**src/rtl/uart_pkg.sv**
```systemverilog
// uart_pkg
// Shared types and helpers for the configurable UART transmitter and the
// planned receiver that will reuse the same baud generator.
//   tx_state_t : frame sequencer states
//   parity_t   : cfg_parity encodings (2'b11 is treated as no parity)
//   MIN_BITS / MAX_BITS_LIMIT : legal data-bit range per frame
//   cpb()      : clocks per bit from clock and baud rate
//   sat_bits() : clamps a requested data-bit count into the legal range
package uart_pkg;

  typedef enum logic [2:0] {
    IDLE,
    START,
    DATA,
    PARITY,
    STOP
  } tx_state_t;

  typedef enum logic [1:0] {
    PAR_NONE = 2'b00,
    PAR_EVEN = 2'b01,
    PAR_ODD  = 2'b10
  } parity_t;

  localparam int MIN_BITS       = 5;
  localparam int MAX_BITS_LIMIT = 9;

  function automatic int cpb(input int clk_hz, input int baud);
    return clk_hz / baud;
  endfunction

  // Out-of-range requests snap to the nearest legal count; the upper bound
  // is whichever is smaller of the instance width and the protocol limit.
  function automatic logic [3:0] sat_bits(input logic [3:0] req, input int max_bits);
    int lim;
    int r;
    lim = (max_bits > MAX_BITS_LIMIT) ? MAX_BITS_LIMIT : max_bits;
    r   = int'(req);
    if (r < MIN_BITS) begin
      r = MIN_BITS;
    end else if (r > lim) begin
      r = lim;
    end
    return 4'(r);
  endfunction

endpackage

```
**src/rtl/uart_baud_gen.sv**
```systemverilog
// uart_baud_gen
// Clocks-per-bit counter with a one-cycle bit_tick on the cycle the count
// sits at CPB-1, i.e. the tick marks the edge on which the count wraps.
// Ports:
//   clk      : system clock, rising edge
//   rst_n    : synchronous active-low reset, count returns to 0
//   clear    : restart the bit period (count to 0), wins over enable
//   enable   : count advances only while high, otherwise it holds
//   bit_tick : high for the last cycle of each bit period
module uart_baud_gen #(
  parameter int CPB = 10
) (
  input  logic clk,
  input  logic rst_n,
  input  logic clear,
  input  logic enable,
  output logic bit_tick
);

  localparam int CNT_W = (CPB > 1) ? $clog2(CPB) : 1;
  localparam logic [CNT_W-1:0] LAST = CNT_W'(CPB - 1);

  logic [CNT_W-1:0] cnt;

  // Free-running modulo-CPB counter; clear re-aligns the bit period so the
  // first bit after a restart is a full CPB clocks long.
  always_ff @(posedge clk) begin
    if (!rst_n) begin
      cnt <= '0;
    end else if (clear) begin
      cnt <= '0;
    end else if (enable) begin
      cnt <= (cnt == LAST) ? '0 : cnt + 1'b1;
    end
  end

  assign bit_tick = enable && !clear && (cnt == LAST);

endmodule

```
**src/rtl/uart_tx_cfg.sv**
```systemverilog
// uart_tx_cfg
// Runtime-configurable UART transmitter: 5..9 data bits LSB first, optional
// even/odd parity, 1 or 2 stop bits. Configuration and data are captured on
// the accept edge, so changing cfg_* mid-frame only affects later frames.
// Optional line-break support is compiled in with `define UART_TX_BREAK_EN.
// Ports:
//   clk, rst_n      : clock, synchronous active-low reset
//   tx_break        : (UART_TX_BREAK_EN only) hold line low while idle
//   tx_valid/ready  : word handshake, transfer when both high at an edge
//   tx_data         : word, bits at or above the data-bit count are ignored
//   cfg_data_bits   : data bits per frame, saturated into 5..min(9,MAX_BITS)
//   cfg_parity      : 00 none, 01 even, 10 odd, 11 none
//   cfg_stop2       : 0 one stop bit, 1 two stop bits
//   tx              : serial line, idles high
//   tx_busy         : frame in progress
//   tx_done         : one-cycle pulse as the last stop bit ends
module uart_tx_cfg
  import uart_pkg::*;
#(
  parameter int CLK_HZ    = 50_000_000,
  parameter int BAUD_RATE = 9600,
  parameter int MAX_BITS  = 9
) (
  input  logic                clk,
  input  logic                rst_n,
`ifdef UART_TX_BREAK_EN
  input  logic                tx_break,
`endif
  input  logic                tx_valid,
  output logic                tx_ready,
  input  logic [MAX_BITS-1:0] tx_data,
  input  logic [3:0]          cfg_data_bits,
  input  logic [1:0]          cfg_parity,
  input  logic                cfg_stop2,
  output logic                tx,
  output logic                tx_busy,
  output logic                tx_done
);

  localparam int CPB = cpb(CLK_HZ, BAUD_RATE);

  generate
    if (CPB < 2) begin : g_bad_cpb
      $error("uart_tx_cfg: CLK_HZ/BAUD_RATE must be at least 2");
    end
    if (MAX_BITS < MIN_BITS || MAX_BITS > MAX_BITS_LIMIT) begin : g_bad_width
      $error("uart_tx_cfg: MAX_BITS must be within 5..9");
    end
  endgenerate

  tx_state_t           state;
  logic [MAX_BITS-1:0] shift_q;
  logic [MAX_BITS-1:0] masked;
  logic [3:0]          nbits_eff;
  logic [3:0]          nbits_q;
  logic [3:0]          bit_cnt;
  logic                par_en_q;
  logic                par_bit_q;
  logic                stop2_q;
  logic                stop_cnt;
  logic                par_en_next;
  logic                par_bit_next;
  logic                accept;
  logic                bit_tick;
  logic                baud_clear;
  logic                baud_en;

`ifdef UART_TX_BREAK_EN
  logic                brk_hold;
  logic                mark_q;
`endif

  assign accept = tx_valid && tx_ready;

  // Clamp the requested width, drop data bits beyond it, and precompute the
  // parity bit from exactly the bits that will be sent.
  always_comb begin
    nbits_eff = sat_bits(cfg_data_bits, MAX_BITS);
    masked    = '0;
    for (int i = 0; i < MAX_BITS; i++) begin
      if (i < int'(nbits_eff)) begin
        masked[i] = tx_data[i];
      end
    end
    par_en_next  = (cfg_parity == PAR_EVEN) || (cfg_parity == PAR_ODD);
    par_bit_next = (^masked) ^ (cfg_parity == PAR_ODD);
  end

`ifdef UART_TX_BREAK_EN
  // The baud counter also times the mark-after-break; it is held cleared for
  // the whole break so the mark period starts aligned on release.
  assign baud_clear = accept || brk_hold;
  assign baud_en    = (state != IDLE) || mark_q;
`else
  assign baud_clear = accept;
  assign baud_en    = (state != IDLE);
`endif

  uart_baud_gen #(
    .CPB(CPB)
  ) u_baud (
    .clk     (clk),
    .rst_n   (rst_n),
    .clear   (baud_clear),
    .enable  (baud_en),
    .bit_tick(bit_tick)
  );

  // Frame sequencer. Every output is registered; tx only changes on an
  // accept edge or a bit_tick edge so each bit lasts exactly CPB clocks.
  // At the end of a frame tx stays high and ready returns in the same cycle
  // as tx_done, so a waiting word starts on the very next edge.
  always_ff @(posedge clk) begin
    if (!rst_n) begin
      state     <= IDLE;
      tx        <= 1'b1;
      tx_ready  <= 1'b0;
      tx_busy   <= 1'b0;
      tx_done   <= 1'b0;
      shift_q   <= '0;
      nbits_q   <= 4'd0;
      bit_cnt   <= 4'd0;
      par_en_q  <= 1'b0;
      par_bit_q <= 1'b0;
      stop2_q   <= 1'b0;
      stop_cnt  <= 1'b0;
`ifdef UART_TX_BREAK_EN
      brk_hold  <= 1'b0;
      mark_q    <= 1'b0;
`endif
    end else begin
      tx_done <= 1'b0;
      case (state)
        IDLE: begin
          if (accept) begin
            state     <= START;
            tx        <= 1'b0;
            tx_ready  <= 1'b0;
            tx_busy   <= 1'b1;
            shift_q   <= masked;
            nbits_q   <= nbits_eff;
            par_en_q  <= par_en_next;
            par_bit_q <= par_bit_next;
            stop2_q   <= cfg_stop2;
            bit_cnt   <= 4'd0;
            stop_cnt  <= 1'b0;
          end
`ifdef UART_TX_BREAK_EN
          else if (tx_break) begin
            brk_hold <= 1'b1;
            mark_q   <= 1'b0;
            tx       <= 1'b0;
            tx_ready <= 1'b0;
          end else if (brk_hold) begin
            brk_hold <= 1'b0;
            mark_q   <= 1'b1;
            tx       <= 1'b1;
          end else if (mark_q) begin
            if (bit_tick) begin
              mark_q   <= 1'b0;
              tx_ready <= 1'b1;
            end
          end
`endif
          else begin
            tx_ready <= 1'b1;
          end
        end

        START: begin
          if (bit_tick) begin
            state   <= DATA;
            tx      <= shift_q[0];
            shift_q <= shift_q >> 1;
            bit_cnt <= 4'd0;
          end
        end

        DATA: begin
          if (bit_tick) begin
            if (bit_cnt == nbits_q - 4'd1) begin
              if (par_en_q) begin
                state <= PARITY;
                tx    <= par_bit_q;
              end else begin
                state    <= STOP;
                tx       <= 1'b1;
                stop_cnt <= 1'b0;
              end
            end else begin
              tx      <= shift_q[0];
              shift_q <= shift_q >> 1;
              bit_cnt <= bit_cnt + 4'd1;
            end
          end
        end

        PARITY: begin
          if (bit_tick) begin
            state    <= STOP;
            tx       <= 1'b1;
            stop_cnt <= 1'b0;
          end
        end

        STOP: begin
          if (bit_tick) begin
            if (stop2_q && !stop_cnt) begin
              stop_cnt <= 1'b1;
            end else begin
              state    <= IDLE;
              tx_done  <= 1'b1;
              tx_busy  <= 1'b0;
              bit_cnt  <= 4'd0;
              stop_cnt <= 1'b0;
`ifdef UART_TX_BREAK_EN
              // A break requested mid-frame takes the line once idle.
              tx_ready <= !tx_break;
`else
              tx_ready <= 1'b1;
`endif
            end
          end
        end

        default: begin
          state <= IDLE;
          tx    <= 1'b1;
        end
      endcase
    end
  end

endmodule
```
**config.mk**
```make
export PLATFORM = sky130hd
export DESIGN_NAME = uart_tx_cfg
export DESIGN_NICKNAME = d
export VERILOG_FILES = /design/src/rtl/uart_pkg.sv /design/src/rtl/uart_baud_gen.sv /design/src/rtl/uart_tx_cfg.sv
export SDC_FILE = /design/constraint.sdc
export NUM_CORES = 1
export LEC_CHECK = 0
export CORE_MARGIN = 1
export CORE_UTILIZATION = 57
export CTS_CLUSTER_SIZE = 20
export DETAILED_ROUTE_END_ITERATION = 10
export DONT_BUFFER_PORTS = 1
export HOLD_SLACK_MARGIN = 0.02
export PLACE_DENSITY_LB_ADDON = 0.25
export SLEW_MARGIN = 30
export SYNTH_ARGS = -nofsm -noshare
export SYNTH_HDL_FRONTEND = slang
export SYNTH_SLANG_ARGS = --single-unit
```
**constraint.sdc**
```tcl
create_clock -name clk -period 1.9 [get_ports clk]
set_input_delay 0.285 -clock clk [delete_from_list [all_inputs] [get_ports clk]]
set_output_delay 0.285 -clock clk [all_outputs]
set_load 0.02 [all_outputs]
```
# Yosys cells after proc, flatten, opt, wreduce, memory -nomap -nowiden
# Cells that the tools add are included.
dict set report totals {
  reg_bits 41
  latchBits 0
  mem_bits_rw 0
  rom_bits 0
  input_bits 19
  output_inout_bits 4
  n_memories 0
}
dict set report classes {
  addsub 3
  n_mul 0
  n_div 0
  magnitude_cmp 11
  eq_ne 17
  n_shift 0
  n_mux 56
  bitwise 3
  reduce_logical 24
}
# cell count
set op_table {}
lappend op_table {{$mux W9} 4}
lappend op_table {{$mux W4} 8}
lappend op_table {{$mux W1} 28}
lappend op_table {{$pmux W9 S3} 1}
lappend op_table {{$mux W3} 8}
lappend op_table {{$reduce_and A7 Y1} 3}
lappend op_table {{$lt A3 B4 Y1 const A} 4}
lappend op_table {{$ne A2 B2 Y1 const B} 8}
lappend op_table {{$pmux W4 S4} 1}
lappend op_table {{$pmux W3 S5} 1}
lappend op_table {{$add A13 B1 Y13 const B} 1}
lappend op_table {{$eq A13 B13 Y1 const B} 1}
lappend op_table {{$mux W13} 1}
lappend op_table {{$reduce_and A5 Y1} 2}
lappend op_table {{$reduce_xor A9 Y1} 1}
lappend op_table {{$lt A1 B4 Y1 const A} 2}
lappend op_table {{$lt A2 B4 Y1 const A} 2}
lappend op_table {{$reduce_bool A4 Y1} 2}
lappend op_table {{$eq A3 B2 Y1 const B} 2}
lappend op_table {{$reduce_and A3 Y1} 2}
lappend op_table {{$reduce_bool A3 Y1} 2}
lappend op_table {{$pmux W1 S5} 1}
lappend op_table {{$add A4 B1 Y4 const B} 1}
lappend op_table {{$eq A4 B4 Y1} 1}
lappend op_table {{21 further kinds} 27}

# Longest topological paths before layout
dict set report logic_depth {
  depth_word 7
  depth_mapped 9
  ltp_nobuf 8
}

# Hierarchy
# Synthesis repeated with hierarchy kept, for this count alone.
dict set report unflattened {
  cells_unflattened 290
  hier_area_um2 2419.8
}
# mod instances cells_each area_per_inst_um2 seq_area_each_um2
set modules_own_cells {}
lappend modules_own_cells {uart_tx_cfg 1 221 1778.0 560.5}
lappend modules_own_cells {uart_baud_gen 1 69 641.9 260.2}

# Worst setup path after synthesis
# Ideal clock, no wire load.
dict set report synth_timing {
  kind {register to register}
  from {reg u_baud.cnt[8]}
  to {reg shift_q[5]}
  setup_ns 0.116
  arrival_ns 1.972
  required_time_ns 1.784
  slack_ns -0.189
  stages_incl_launch_ff 7
  period_less_slack_ns 2.089
  path_cell_list {dfxtp_1 -> or4b_4 -> nor4_4 -> nand2_2 -> o41ai_4 -> o211ai_1 -> o211a_1}
}
dict set report synth_via {
  elab_chain_len 4
  word_cells_on_any_way 5
  classes_between {eq/ne: 3; reduce/logical: 2}
}
# element line_no
set synth_lines {}
lappend synth_lines {{start: declaration} uart_baud_gen.sv:23} ;# logic [CNT_W-1:0] cnt;
lappend synth_lines {{start signal: assignment} uart_baud_gen.sv:33} ;# cnt <= (cnt == LAST) ? '0 : cnt + 1'b1;
lappend synth_lines {{$eq A13 B13 Y1 *} uart_baud_gen.sv:37} ;# assign bit_tick = enable && !clear && (cnt == LAST);
lappend synth_lines {{$logic_and A1 B1 Y1 *} uart_baud_gen.sv:37}
lappend synth_lines {{$ne A2 B2 Y1 (no source line)} n/a}
lappend synth_lines {{$reduce_and A5 Y1 (no source line) *} n/a}
lappend synth_lines {{end signal: assignment} uart_tx_cfg.sv:140} ;# shift_q <= masked;
lappend synth_lines {{end signal: assignment} uart_tx_cfg.sv:174} ;# shift_q <= shift_q >> 1;
lappend synth_lines {{end signal: assignment} uart_tx_cfg.sv:192} ;# shift_q <= shift_q >> 1;
lappend synth_lines {{end: declaration} uart_tx_cfg.sv:52} ;# logic [MAX_BITS-1:0] shift_q;
# Every way passes the cells marked *; elsewhere a longest branch is shown, timed or not.
# A chain may end at the register's enable or synchronous reset.

# Final worst setup path
dict set report layout_timing {
  from {reg u_baud.cnt[7]}
  to {reg shift_q[5]}
}
# The elaborated chain is that of the path after synthesis.

==> summary.txt <==
run status: finished, violations left
failing checks: negative setup slack
Layout Nets: 337
area leader, netlist: dfxtp_1
Setup WS post-layout: -0.155 ns
die area: 4290 um2
placed cell area: 2630 um2
Core ar.: 3770 um2
H-tree depth: 2
Area Overhead vs Synth: 23.9%
Netlist cell types: 46
Fillers: 266
Ys Warns: 0
critical path, cell by cell: or4b_4, nor4_4, nand2_2, o41ai_4, buf_12, o211ai_1, o211a_1
WL/cell: 15.2 um
Synth Flop Type: dfxtp_1
fin util: 75.4%
endpoints failing setup: 29
Synth Cell Area: 2300 um2
port bufs: 0
Hold Fails Final Rpt: 0
Die W: 65.5 um
diode count: 0
Post-Place Cells: 349
Syn Nets: 298
global route overflow: 0
FF+latch count, synth: 41
Final Total Pwr: 1.85 mW
initial antenna violation count: 0
critical path class: reg -> reg
Starting Density: 60.9%
final clock period utilization by the worst path: 108%
Avg Cell Area, Syn: 8.35 um2
register area share after synthesis: 35.7%
RD Place Congestion: 0.904
maximum vdd drop: 0.000461 V
Slew Limit Fails: 0
worst min path class: in -> reg
Slew headroom: 64.1%
cell at the root of the clock tree: clkbuf_8
post-synth top area share: 35.7%
antenna-violating nets left: 0
MaxCap Viol Count: 0
largest net degree at the start of global routing: 31
ranking of synthesized cells by area: dfxtp_1 (36%), xnor2_1 (5.7%), nand2_1 (5.2%)
Pwr Density: 650 nW/um2
Max stage delay on crit path: 0.56 ns
Pleak: 1.18 nW
via count of the routed design: 2,138
TritonCTS buffer count: 5
min Tclk post-route: 2.05 ns
DP HPWL: 3.65 mm
EDFF count, synth: 0
Clock Skew: 0.00869 ns
fmax: 487 MHz
Initial DRC Count: 187
Worst setup SP type: flop
die extent in y: 65.5 um
Pre-Repair DR Iteration Count: 4
Sink Count: 41
drt total wl: 5.49 mm
CTS max path bufs: 2
CTS tree: built
Reg clk slew, reported paths: 0.07 ns
RSZ-0062 raised after global routing: yes
first-pass GRT wire length: 8.81 mm
final instance area: 2850 um2
Clk Latency, worst-skew pair: 0.30 ns
# DRC: 0
GR Util All Layers: 27.3%
Post-Layout Cell Count: 362
via count of the first global-routing pass: 2,000
Critical Path Fanout Max: 16
Cell Rows: 22
layout cell share with drive strength beyond 1: 23.9%
post-place setup slack: -0.154 ns
CP Data Arrival Time: 2.24 ns
Worst-Margin Slew: 0.532 ns
WP data required: 2.09 ns
Crit. End Element: flop
Mapped Cells: 275
slowest CP cell: or4b_4
Boundary Pins: 23
Via density: 5.91
Post-synth ARST share: 0%
-- cells in the mapped netlist (all sizes together), types with 3 or more instances --
library cell	instances
and2	4
o21ai	19
nand2	34
nor4	3
nor3	5
inv	8
buf	3
o211a	9
nand2b	6
a21boi	3
clkbuf	9
a21oi	15
nor2	26
xnor2	15
nand4	4
nor2b	3
or3	4
ha	4
o211ai	4
a31oi	4
xor2	10
dfxtp	41
mux2i	6
a21o	4
nand3	17
-- critical path, delay by kind of cell, from the launching register on --
family | cells | cell delay (ns)
buf+inv | 1 | 0.18
simple gates | 3 | 0.93
compound gates | 3 | 0.50
flops | 1 | 0.33
-- through the flow --
step	TNS, ns	hold WS [ns]
finish	-2.24	0.0714
global route	-4.57	0.0604
CTS	-1.51	0.0644
detailed placement	-1.12	0.379
global placement	-0.659	0.377
floorplan	-1.99	0.430
-- final timing paths --
path / startpoint / endpoint / slack, ns / cells after the start
worst min register to register: nbits_q[3] / nbits_q[3] / 0.47 / 2
worst max-delay path: u_baud.cnt[7] / shift_q[5] / -0.15 / 7
worst max register to register: u_baud.cnt[7] / shift_q[5] / -0.15 / 7
worst min-delay path: cfg_data_bits[3] / nbits_q[2] / 0.07 / 1
-- final cells by class --
class | count | area (um2) | area share (%)
clock buffers | 7 | 86.3 | 3.03
inverters | 8 | 30.0 | 1.06
multi-input cells | 214 | 1470 | 51.5
flip-flops and latches | 41 | 823 | 28.9
well taps | 48 | 60.1 | 2.11
repair buffers | 44 | 379 | 13.3
-- sequential cells by signal, summed over array words and instances, names as in the netlist --
register	cells
tx_done	1
par_en_q	1
tx_busy	1
tx_ready	1
nbits_q	4
state	3
par_bit_q	1
stop_cnt	1
shift_q	9
bit_cnt	4
stop2_q	1
tx	1
u_baud.cnt	13
-- power breakdown --
group	switching (mW)	internal (mW)	total [mW]
Combinational	0.175	0.166	0.341
Clock	0.292	0.288	0.580
Sequential	0.0305	0.896	0.926
Total	0.497	1.35	1.85
-- kinds of logic (layout without fill, tap and decap cells) --
family	Yosys count	count (layout)	share of synthesized area, %
fa+ha+maj	4	4	2.18
simple gates	113	113	25.7
buf+inv	20	59	3.71
xor+xnor	26	26	10.5
mux	6	6	2.62
flops	41	41	35.7
compound gates	65	65	19.6
-- per-layer routing --
layer  up-vias  track usage (%)  share of wire, %
met4         0             16.0               2.3
met1      1014             31.1                43
met3        15             4.69               4.1
li1       1044                -                 -
met2        65             47.3                51
met5         -                0                 0
-- cells in the final DEF (no fill, tap or decap), types with 8 or more instances in the layout --
master,count
nor2_1,25
o211a_1,9
dfxtp_1,39
buf_4,38
o21ai_0,9
xor2_1,10
nand3_1,12
inv_1,8
xnor2_1,15
nand2_1,32
a21oi_1,13
-- what timing repair did --
item	4_1_cts	5_1_grt
endpoints found under the setup margin	18	21
buffers inserted	3	3
hold buffers	0	0
cloned	0	0
pin swaps	4	5
resized for setup	10	18
No activity file was read; power rests on OpenSTA's default activity.
